<file path="src/rtl/mul_arb_pkg.sv">
// Shared types and helpers for the multiplier arbiter: FSM state encoding,
// a ceil-log2 helper and the widest round-robin pointer the arbiter supports.
package mul_arb_pkg;

  typedef enum logic [1:0] {
    ARB     = 2'b00,
    ISSUE   = 2'b01,
    RELEASE = 2'b10
  } state_t;

  localparam int MAX_REQ = 16;

  // Never returns less than 1 so a 1-bit pointer still exists for tiny counts.
  function automatic int clog2(input int value);
    int bits;
    bits = 0;
    for (int v = value - 1; v > 0; v = v >> 1) begin
      bits++;
    end
    if (bits == 0) begin
      bits = 1;
    end
    return bits;
  endfunction

  localparam int PTR_W_MAX = clog2(MAX_REQ);

endpackage

</file>
<file path="src/rtl/rr_pick.sv">
// Combinational round-robin selector: first set request bit searching upward
// from ptr+1 with wrap-around, returned one-hot along with an any-request flag.
module rr_pick
  import mul_arb_pkg::*;
#(
  parameter int NUM_REQ = 4,
  parameter int PTR_W   = clog2(NUM_REQ)
) (
  input  logic [NUM_REQ-1:0] req,
  input  logic [PTR_W-1:0]   ptr,
  output logic [NUM_REQ-1:0] grant,
  output logic               any
);

  logic [PTR_W-1:0] idx;

  always_comb begin
    grant = '0;
    any   = 1'b0;
    idx   = '0;
    // Offset NUM_REQ lands back on ptr itself, so the last winner is checked last.
    for (int i = 1; i <= NUM_REQ; i++) begin
      idx = PTR_W'((int'(ptr) + i) % NUM_REQ);
      if (!any && req[idx]) begin
        grant[idx] = 1'b1;
        any        = 1'b1;
      end
    end
  end

endmodule

</file>
<file path="src/rtl/mul_arbiter.sv">
// Round-robin arbiter sharing one sequential multiplier among NUM_REQ requesters.
// Optional watchdog abort in ISSUE is enabled by defining MUL_ARB_TIMEOUT_EN.
module mul_arbiter
  import mul_arb_pkg::*;
#(
  parameter int NUM_REQ        = 4,
  parameter int DATA_WIDTH_A   = 8,
  parameter int DATA_WIDTH_B   = 8,
  parameter int DATA_WIDTH_C   = DATA_WIDTH_A + DATA_WIDTH_B,
  parameter int TIMEOUT_CYCLES = 64
) (
  input  logic                            i_clk,
  input  logic                            i_nrst,
  input  logic [NUM_REQ-1:0]              i_req,
  input  logic [NUM_REQ*DATA_WIDTH_A-1:0] i_a,
  input  logic [NUM_REQ*DATA_WIDTH_B-1:0] i_b,
  output logic [NUM_REQ-1:0]              o_grant,
  output logic [NUM_REQ-1:0]              o_done,
  output logic [DATA_WIDTH_C-1:0]         o_c,
  output logic                            o_busy,
  output logic                            o_timeout,
  output logic [DATA_WIDTH_A-1:0]         o_mul_a,
  output logic [DATA_WIDTH_B-1:0]         o_mul_b,
  output logic                            o_mul_valid,
  input  logic [DATA_WIDTH_C-1:0]         i_mul_c,
  input  logic                            i_mul_accept
);

  localparam int PTR_W = clog2(NUM_REQ);

  logic [DATA_WIDTH_A-1:0] a_arr [NUM_REQ];
  logic [DATA_WIDTH_B-1:0] b_arr [NUM_REQ];

  generate
    for (genvar gi = 0; gi < NUM_REQ; gi++) begin : g_unpack
      assign a_arr[gi] = i_a[gi*DATA_WIDTH_A +: DATA_WIDTH_A];
      assign b_arr[gi] = i_b[gi*DATA_WIDTH_B +: DATA_WIDTH_B];
    end
  endgenerate

  state_t                  state_reg,   state_next;
  logic [PTR_W-1:0]        ptr_reg,     ptr_next;
  logic [DATA_WIDTH_A-1:0] mul_a_reg,   mul_a_next;
  logic [DATA_WIDTH_B-1:0] mul_b_reg,   mul_b_next;
  logic                    valid_reg,   valid_next;
  logic [NUM_REQ-1:0]      grant_reg,   grant_next;
  logic [NUM_REQ-1:0]      done_reg,    done_next;
  logic [DATA_WIDTH_C-1:0] c_reg,       c_next;
  logic                    busy_reg,    busy_next;

  logic [NUM_REQ-1:0]      pick_grant;
  logic                    pick_any;
  logic [PTR_W-1:0]        pick_idx;

  rr_pick #(
    .NUM_REQ (NUM_REQ),
    .PTR_W   (PTR_W)
  ) u_rr_pick (
    .req   (i_req),
    .ptr   (ptr_reg),
    .grant (pick_grant),
    .any   (pick_any)
  );

  always_comb begin
    pick_idx = '0;
    for (int i = 0; i < NUM_REQ; i++) begin
      if (pick_grant[i]) begin
        pick_idx = PTR_W'(i);
      end
    end
  end

`ifdef MUL_ARB_TIMEOUT_EN
  localparam int CNT_W = clog2(TIMEOUT_CYCLES) + 1;
  logic [CNT_W-1:0] cnt_reg,     cnt_next;
  logic             timeout_reg, timeout_next;
`endif

  always_comb begin
    state_next = state_reg;
    ptr_next   = ptr_reg;
    mul_a_next = mul_a_reg;
    mul_b_next = mul_b_reg;
    valid_next = valid_reg;
    grant_next = '0;
    done_next  = '0;
    c_next     = c_reg;
    busy_next  = busy_reg;
`ifdef MUL_ARB_TIMEOUT_EN
    cnt_next     = cnt_reg;
    timeout_next = 1'b0;
`endif
    case (state_reg)
      ARB: begin
        if (pick_any) begin
          mul_a_next = a_arr[pick_idx];
          mul_b_next = b_arr[pick_idx];
          valid_next = 1'b1;
          grant_next = pick_grant;
          ptr_next   = pick_idx;
          busy_next  = 1'b1;
          state_next = ISSUE;
`ifdef MUL_ARB_TIMEOUT_EN
          cnt_next   = '0;
`endif
        end
      end
      ISSUE: begin
        // The winner's index is the pointer, so done decodes straight from it.
        if (i_mul_accept) begin
          c_next     = i_mul_c;
          done_next  = NUM_REQ'(1) << ptr_reg;
          valid_next = 1'b0;
          state_next = RELEASE;
        end
`ifdef MUL_ARB_TIMEOUT_EN
        else if (cnt_reg == CNT_W'(TIMEOUT_CYCLES - 1)) begin
          c_next       = '0;
          done_next    = NUM_REQ'(1) << ptr_reg;
          timeout_next = 1'b1;
          valid_next   = 1'b0;
          state_next   = RELEASE;
        end else begin
          cnt_next = cnt_reg + CNT_W'(1);
        end
`endif
      end
      RELEASE: begin
        if (!i_mul_accept) begin
          busy_next  = 1'b0;
          state_next = ARB;
        end
      end
      default: begin
        state_next = ARB;
      end
    endcase
  end

  always_ff @(posedge i_clk) begin
    if (!i_nrst) begin
      state_reg <= ARB;
      ptr_reg   <= PTR_W'(NUM_REQ - 1);
      mul_a_reg <= '0;
      mul_b_reg <= '0;
      valid_reg <= 1'b0;
      grant_reg <= '0;
      done_reg  <= '0;
      c_reg     <= '0;
      busy_reg  <= 1'b0;
    end else begin
      state_reg <= state_next;
      ptr_reg   <= ptr_next;
      mul_a_reg <= mul_a_next;
      mul_b_reg <= mul_b_next;
      valid_reg <= valid_next;
      grant_reg <= grant_next;
      done_reg  <= done_next;
      c_reg     <= c_next;
      busy_reg  <= busy_next;
    end
  end

`ifdef MUL_ARB_TIMEOUT_EN
  always_ff @(posedge i_clk) begin
    if (!i_nrst) begin
      cnt_reg     <= '0;
      timeout_reg <= 1'b0;
    end else begin
      cnt_reg     <= cnt_next;
      timeout_reg <= timeout_next;
    end
  end

  assign o_timeout = timeout_reg;
`else
  assign o_timeout = 1'b0;
`endif

  assign o_grant     = grant_reg;
  assign o_done      = done_reg;
  assign o_c         = c_reg;
  assign o_busy      = busy_reg;
  assign o_mul_a     = mul_a_reg;
  assign o_mul_b     = mul_b_reg;
  assign o_mul_valid = valid_reg;

endmodule

</file>
<file path="config.mk">
export PLATFORM = sky130hd
export DESIGN_NAME = mul_arbiter
export DESIGN_NICKNAME = d
export VERILOG_FILES = /design/src/rtl/mul_arb_pkg.sv /design/src/rtl/rr_pick.sv /design/src/rtl/mul_arbiter.sv
export SDC_FILE = /design/constraint.sdc
export NUM_CORES = 1
export LEC_CHECK = 0
export CORE_MARGIN = 2
export CORE_UTILIZATION = 38
export DETAILED_ROUTE_END_ITERATION = 6
export PLACE_DENSITY = 0.85
export RECOVER_POWER = 25
export SLEW_MARGIN = 20
export SYNTH_ARGS = -nofsm -noshare
export SYNTH_HDL_FRONTEND = slang
export SYNTH_SLANG_ARGS = --single-unit
export TNS_END_PERCENT = 10
</file>
<file path="constraint.sdc">
create_clock -name i_clk -period 2.8 [get_ports i_clk]
set_input_delay 0.56 -clock i_clk [delete_from_list [all_inputs] [get_ports i_clk]]
set_output_delay 0.56 -clock i_clk [all_outputs]
set_load 0.03 [all_outputs]
</file>
# [Word level (Yosys, flattened, before mapping)]
# Cells that the tools add are included.
[word_totals] output_inout_bits=43 in_bits=87 word_cells=94 register_bits=46 romBits=0 mem_count=0 ram_bits=0 latchBits=0
[op_classes] n_eq_ne=5 bitwise=4 div=0 reduce_logical=20 n_shift=1 addsub=4 n_mul=0 n_mux=42 magnitude_cmp=9
[ops] op="binary-select mux 8 bit (select 2 bit)" count=2
[ops] op="2-to-1 mux 8 bit" count=4
[ops] op="2-to-1 mux 1 bit" count=16
[ops] op="2-to-1 mux 4 bit" count=4
[ops] op="AND reduction 3 bit" count=5
[ops] op="< comparator 2 x 3 -> 1 bit, second input constant" count=4
[ops] op="OR 4 bit" count=3
[ops] op="2-to-1 mux 2 bit" count=5
[ops] op="binary-select mux 1 bit (select 2 bit)" count=4
[ops] op="demux 1 bit (select 2 bit)" count=4
[ops] op=">= comparator 2 x 1 -> 1 bit, second input constant" count=4
[ops] op="logical AND 1 bit" count=7
[ops] op="inequality test 2 bit, second input constant" count=3
[ops] op="one-hot mux 2 bit (3 select lines)" count=1
[ops] op="adder 2 x 1 -> 2 bit, second input constant" count=2
[ops] op="adder 2 bit, second input constant" count=2
[ops] op="one-hot mux 1 bit (2 select lines)" count=2
[ops] op="AND reduction 2 bit" count=2
[ops] op="nonzero test 2 bit" count=2
[ops] op="<< shifter 1 x 2 -> 4 bit, first input constant" count=1
[ops] op=">= comparator 3 bit, second input constant" count=1
[ops] op="logical NOT 1 bit" count=3
[ops] op="inverter 2 -> 3 bit" count=1
[ops] op="equality test 2 x 1 -> 1 bit, second input constant" count=1
[ops] op="2 further kinds" count=2

# [Logic depth before layout (Yosys ltp)]
[logic_depth] depth_word=20 ltp_mapped=11 depth_no_buf=8

# [By module]
# From an unflattened synthesis, not the netlist that was laid out.
[unflattened] cells_unflattened=259 area_unflattened_um2=2454.9
[modules_own_cells] mod="mul_arbiter" instances=1 cells_per_inst=211 area_per_inst_um2=2039.5 seq_area_each_um2=920.9
[modules_own_cells] mod="rr_pick" instances=1 cells_per_inst=48 area_per_inst_um2=415.4 seq_area_each_um2=0.0

# [Least setup slack after synthesis]
# No wires, ideal clock.
[synth_timing] path_kind="reg-to-reg" startpoint="reg ptr_reg[0]" endpoint="reg mul_a_reg[0], in the netlist o_mul_a[0]" setup_slack_ps=-38 n_path_buf=2 synth_period_minus_slack_ps=2838 path_stages_with_launch=11 setup_time_ps=87 arrival_ps=2751 t_required_ps=2713 cell_sequence="dfxtp_1 -> buf_4 -> inv_2 -> ha_1 -> mux4_2 -> nand2_1 -> o21ai_0 -> a221oi_2 -> buf_2 -> nor3_1 -> o31ai_1"
[synth_via] elab_chain_cells=20 elab_cells_between_ends=57 classes_between="add/sub: 4; order compare: 8; mux: 30; bitwise: 4; reduce/logical: 11"
[synth_rtl] item="start, declared" line_no="mul_arbiter.sv:42" rtl="logic [PTR_W-1:0] ptr_reg, ptr_next;"
[synth_rtl] item="start signal, assigned" line_no="mul_arbiter.sv:144" rtl="ptr_reg <= PTR_W'(NUM_REQ - 1);"
[synth_rtl] item="start signal, assigned" line_no="mul_arbiter.sv:154" rtl="ptr_reg <= ptr_next;"
[synth_rtl] item="branches (longest 20 deep; another with < comparator 2 x 3 -> 1 bit)"
[synth_rtl] item="end signal, assigned" line_no="mul_arbiter.sv:155" rtl="mul_a_reg <= mul_a_next;"
[synth_rtl] item="end, declared" line_no="mul_arbiter.sv:43" rtl="logic [DATA_WIDTH_A-1:0] mul_a_reg, mul_a_next;"
# Several ways; the timed one is not identified. The select of a mux whose other input is x is not followed.
# A chain may end at the register's enable or synchronous reset.

# [Worst setup path after layout]
[layout_timing] startpoint="in i_req[1]" endpoint="reg ptr_reg[1]"
[layout_via] elab_chain_cells=14 elab_cells_between_ends=28 classes_between="mux: 18; bitwise: 3; reduce/logical: 7"
[layout_rtl] item="start, declared" line_no="mul_arbiter.sv:14" rtl="input logic [NUM_REQ-1:0] i_req,"
[layout_rtl] item="binary-select mux 1 bit (select 2 bit)" line_no="rr_pick.sv:24" rtl="if (!any && req[idx]) begin"
[layout_rtl] item="2-to-1 mux 1 bit (not written as such)" line_no="rr_pick.sv:24"
[layout_rtl] item="2-to-1 mux 1 bit" line_no="rr_pick.sv:24"
[layout_rtl] item="logical NOT 1 bit" line_no="rr_pick.sv:24"
[layout_rtl] item="logical AND 1 bit" line_no="rr_pick.sv:24"
[layout_rtl] item="2-to-1 mux 1 bit" line_no="rr_pick.sv:24"
[layout_rtl] item="logical NOT 1 bit" line_no="rr_pick.sv:24"
[layout_rtl] item="logical AND 1 bit" line_no="rr_pick.sv:24"
[layout_rtl] item="2-to-1 mux 1 bit" line_no="rr_pick.sv:24"
[layout_rtl] item="logical NOT 1 bit" line_no="rr_pick.sv:24"
[layout_rtl] item="logical AND 1 bit" line_no="rr_pick.sv:24"
[layout_rtl] item="2-to-1 mux 4 bit" line_no="rr_pick.sv:24"
[layout_rtl] item="2-to-1 mux 2 bit (2 in a row)" line_no="mul_arbiter.sv:68" rtl="if (pick_grant[i]) begin"
# Parallel ways exist; a longest one is shown, timed or not. The select of a mux whose other input is x is not followed.

==> run_results.csv <==
group,metric,value,unit
run_status,status,"finished, final reports clean",
clock_tree,clkSinkCount,46,
die,coreArea,0.00718,mm2
detailed_routing,firstDrtPassIters,4,
yosys,synth_edf_count,0,
yosys,syn_nets,420,
place,place_ws,-127,ps
setup_path,path_class,"input port to flip-flop",
yosys,synth_fa_ha_area_frac,0.0358,
clock_tree,htree_levels,2,
power_and_ir_drop,p_leak,1.62,nW
detailed_routing,wl_per_cell,15.7,um
grt,grt_pass1_vias,2910,
yosys,yosysWarnings,0,
yosys,synthSimpleGateAreaFrac,0.248,
min_path,hp-class,"flip-flop to flip-flop",
grt,antenna_found_initial,0,
clock_tree,ctsResizeCount,0,
yosys,syn_avg_cell_area,8.60,um2
clock_tree,insertion_delay,290,ps
power_and_ir_drop,power_frac_seq,0.232,
yosys,synth_xor_area_frac,0,
clock_tree,clk_path_buf_depth,2,
yosys,synthCells,325,
clock_tree,cts_hold_buffers,0,
layout,fin_util,0.608,
yosys,synthMuxAreaShare,0.0533,
layout,instances_no_fill,547,
sta,min_period_over_period,0.927,
grt,grt_max_degree,37,
die,num_io_pins,130,
sta,skew,6.52,ps
layout,syn_to_final_growth,56.0,%
detailed_routing,antenna_left,0,
power_and_ir_drop,combPwrFrac,0.659,
place,placedCellCount,539,
detailed_routing,vias,2981,
die,die_w,89.8,um
yosys,synth_ff_type,"dfxtp_1",
clock_tree,path_clk_slew,80,ps
sta,post-route-min-period,2590,ps
yosys,yosysUniqueCellTypes,47,
yosys,synth-compound-area-share,0.262,
power_and_ir_drop,ir_worst_vdd,584,uV
grt,gr-total-overflow,0,
yosys,synth-seq-cells,46,
sta,report.final.slew_viol_count,0,
power_and_ir_drop,power_density,871,mW/mm2
place,placed_area,0.00427,mm2
grt,grt.total_usage,0.207,
power_and_ir_drop,power.switching,1.66,mW
clock_tree,cts_made_buffers,5,
place,port_buffers,128,
die,rows,31,
yosys,synth_top_family_by_area,"compound AO/OA/AOI/OAI gates",
sta,worst_pin_slew,747,ps
layout,drive_above_1_share,0.0960,
yosys,async_flop_share,0,
layout,design_area,0.00436,mm2
setup_path,endpoint_kind,"flip-flop",
detailed_routing,drcViolationCount,0,
sta,max_slew_margin,0.502,
power_and_ir_drop,p_total,3.80,mW
layout,fillCellCount,624,
setup_path,path_max_fanout,18,
die,die_y,89.8,um
detailed_routing,totalWireLength,8570,um
sta,fin_setup_tns,0,ps
run,max-cap-violations,0,
setup_path,worst_setup_path_start_kind,"input port",
detailed_routing,drtIter0Drc,135,
power_and_ir_drop,p_sw_frac,0.436,
power_and_ir_drop,internal_power,2.14,mW
sta,fin_ws,205,ps
clock_tree,clockRootBuffer,"clkbuf_8",
clock_tree,cts_tree,"yes",
die,die_area,0.00806,mm2
sta,setup-violations-final,0,
layout,largest_register_ffs,16,
layout,layout.nets,542,
layout,antenna_cells,0,
place,place_congestion,0.805,
sta,hold_viol_final,0,
clock_tree,cts_setup_buffers,0,
sta,timing.hold.ws,468,ps
die,start_util,0.390,
yosys,netlist_area,0.00280,mm2
place,dp_hpwl,6190,um
sta,rsz0062_at_grt,"false",
sta,clock.fmax,385,MHz
yosys,synth.yosys.seq_area_share,0.329,
power_and_ir_drop,p_clk_frac,0.109,
setup_path,crit_arrival,2810,ps
grt,grt_pass1_wl,13900,um
detailed_routing,viasPerCell,5.45,
setup_path,worstPathRequired,3020,ps
per-layer routing:
layer | vias to the layer above | GRT usage | share of wire | wire [um]
met3 | 10 | 0.0402 | 0.059 | 503
met4 | 0 | 0.0564 | 0.014 | 123
li1 | 1459 | - | - | -
met5 | - | 0 | 0 | 0
met1 | 1402 | 0.255 | 0.42 | 3630
met2 | 110 | 0.369 | 0.50 | 4310
synth_stat cells, drive strengths merged, types with 2 or more instances:
library cell,n,area [um2]
mux2,4,45.0
and3,16,100
nor3,38,190
a32oi,16,140
a21oi,5,25.0
mux4,4,93.8
o2111ai,16,140
buf,19,129
and2,3,18.8
o21ai,5,28.8
nand2b,18,113
nor2,9,33.8
clkbuf,15,56.3
nor2b,4,25.0
a21boi,18,146
a221o,3,30.0
ha,8,100
inv,3,11.3
or3,2,12.5
dfxtp,46,921
nand3b,2,15.0
a221oi,3,50.1
nand2,39,146
o31ai,16,120
power groups by stage:
stage	clock network, mW	logic, mW	registers, mW
2_1_floorplan	0	1.33	1.13
3_3_place_gp	0	2.42	0.888
3_5_place_dp	0	2.50	0.892
4_1_cts	0.427	2.50	0.879
5_1_grt	0.450	2.68	0.898
6_report	0.414	2.51	0.881
cells by family after synthesis:
logic type	Yosys count
buffers and inverters	37
other	1
AND/OR/NAND/NOR	136
flip-flops	46
multiplexers	9
AO/OA/AOI/OAI	88
adder cells (fa/ha/maj)	8
worst max-delay path: stages:
cell,delay [ps]
clkdlybuf4s50_1,500
mux4_2,520
buf_4,170
nand3b_1,150
a21oi_1,280
a221o_1,220
buf_12,170
nor3_1,60
o21ai_0,160
final timing paths:
path                                  from          to  slack, ps  cells past startpoint
worst min register to register      o_c[5]      o_c[5]        470                      2
worst max-delay path              i_req[1]  ptr_reg[1]        210                      9
worst min-delay path                o_c[5]      o_c[5]        470                      2
worst max register to register  ptr_reg[0]  ptr_reg[1]        230                      9
cells in the final DEF (no fill, tap or decap), types with 2 or more instances in the layout:
| cell | netlist | final |
|---|---|---|
| clkdlybuf4s50_1 | 0 | 126 |
| dfxtp_1 | 46 | 45 |
| nand2_1 | 39 | 39 |
| nor3_1 | 38 | 37 |
| nand2b_1 | 18 | 18 |
| a21boi_0 | 17 | 17 |
| o2111ai_1 | 16 | 16 |
| and3_1 | 16 | 16 |
| a32oi_1 | 16 | 16 |
| o31ai_1 | 16 | 16 |
| buf_4 | 6 | 12 |
| nor2_1 | 9 | 9 |
| ha_1 | 8 | 8 |
| buf_12 | 0 | 8 |
| clkbuf_8 | 0 | 6 |
| a21oi_1 | 5 | 5 |
| mux2_2 | 4 | 4 |
| nor2b_1 | 4 | 4 |
| mux4_2 | 3 | 3 |
| a221o_1 | 3 | 3 |
| o21ai_0 | 3 | 3 |
| clkbuf_1 | 15 | 3 |
| inv_1 | 2 | 2 |
| or3_1 | 2 | 2 |
| nand3b_1 | 2 | 2 |
| and2_1 | 2 | 2 |
final cells by class:
type,instances,area [um2],share of cell area
clock inverter,1,5.00,0.00115
timing repair buffer,149,1530,0.351
sequential,46,922,0.211
clock buffer,7,86.3,0.0198
tap,99,124,0.0284
multi-input combinational,242,1680,0.386
inverter,3,11.3,0.00258
Note: power is estimated with default switching activity, not from simulation.
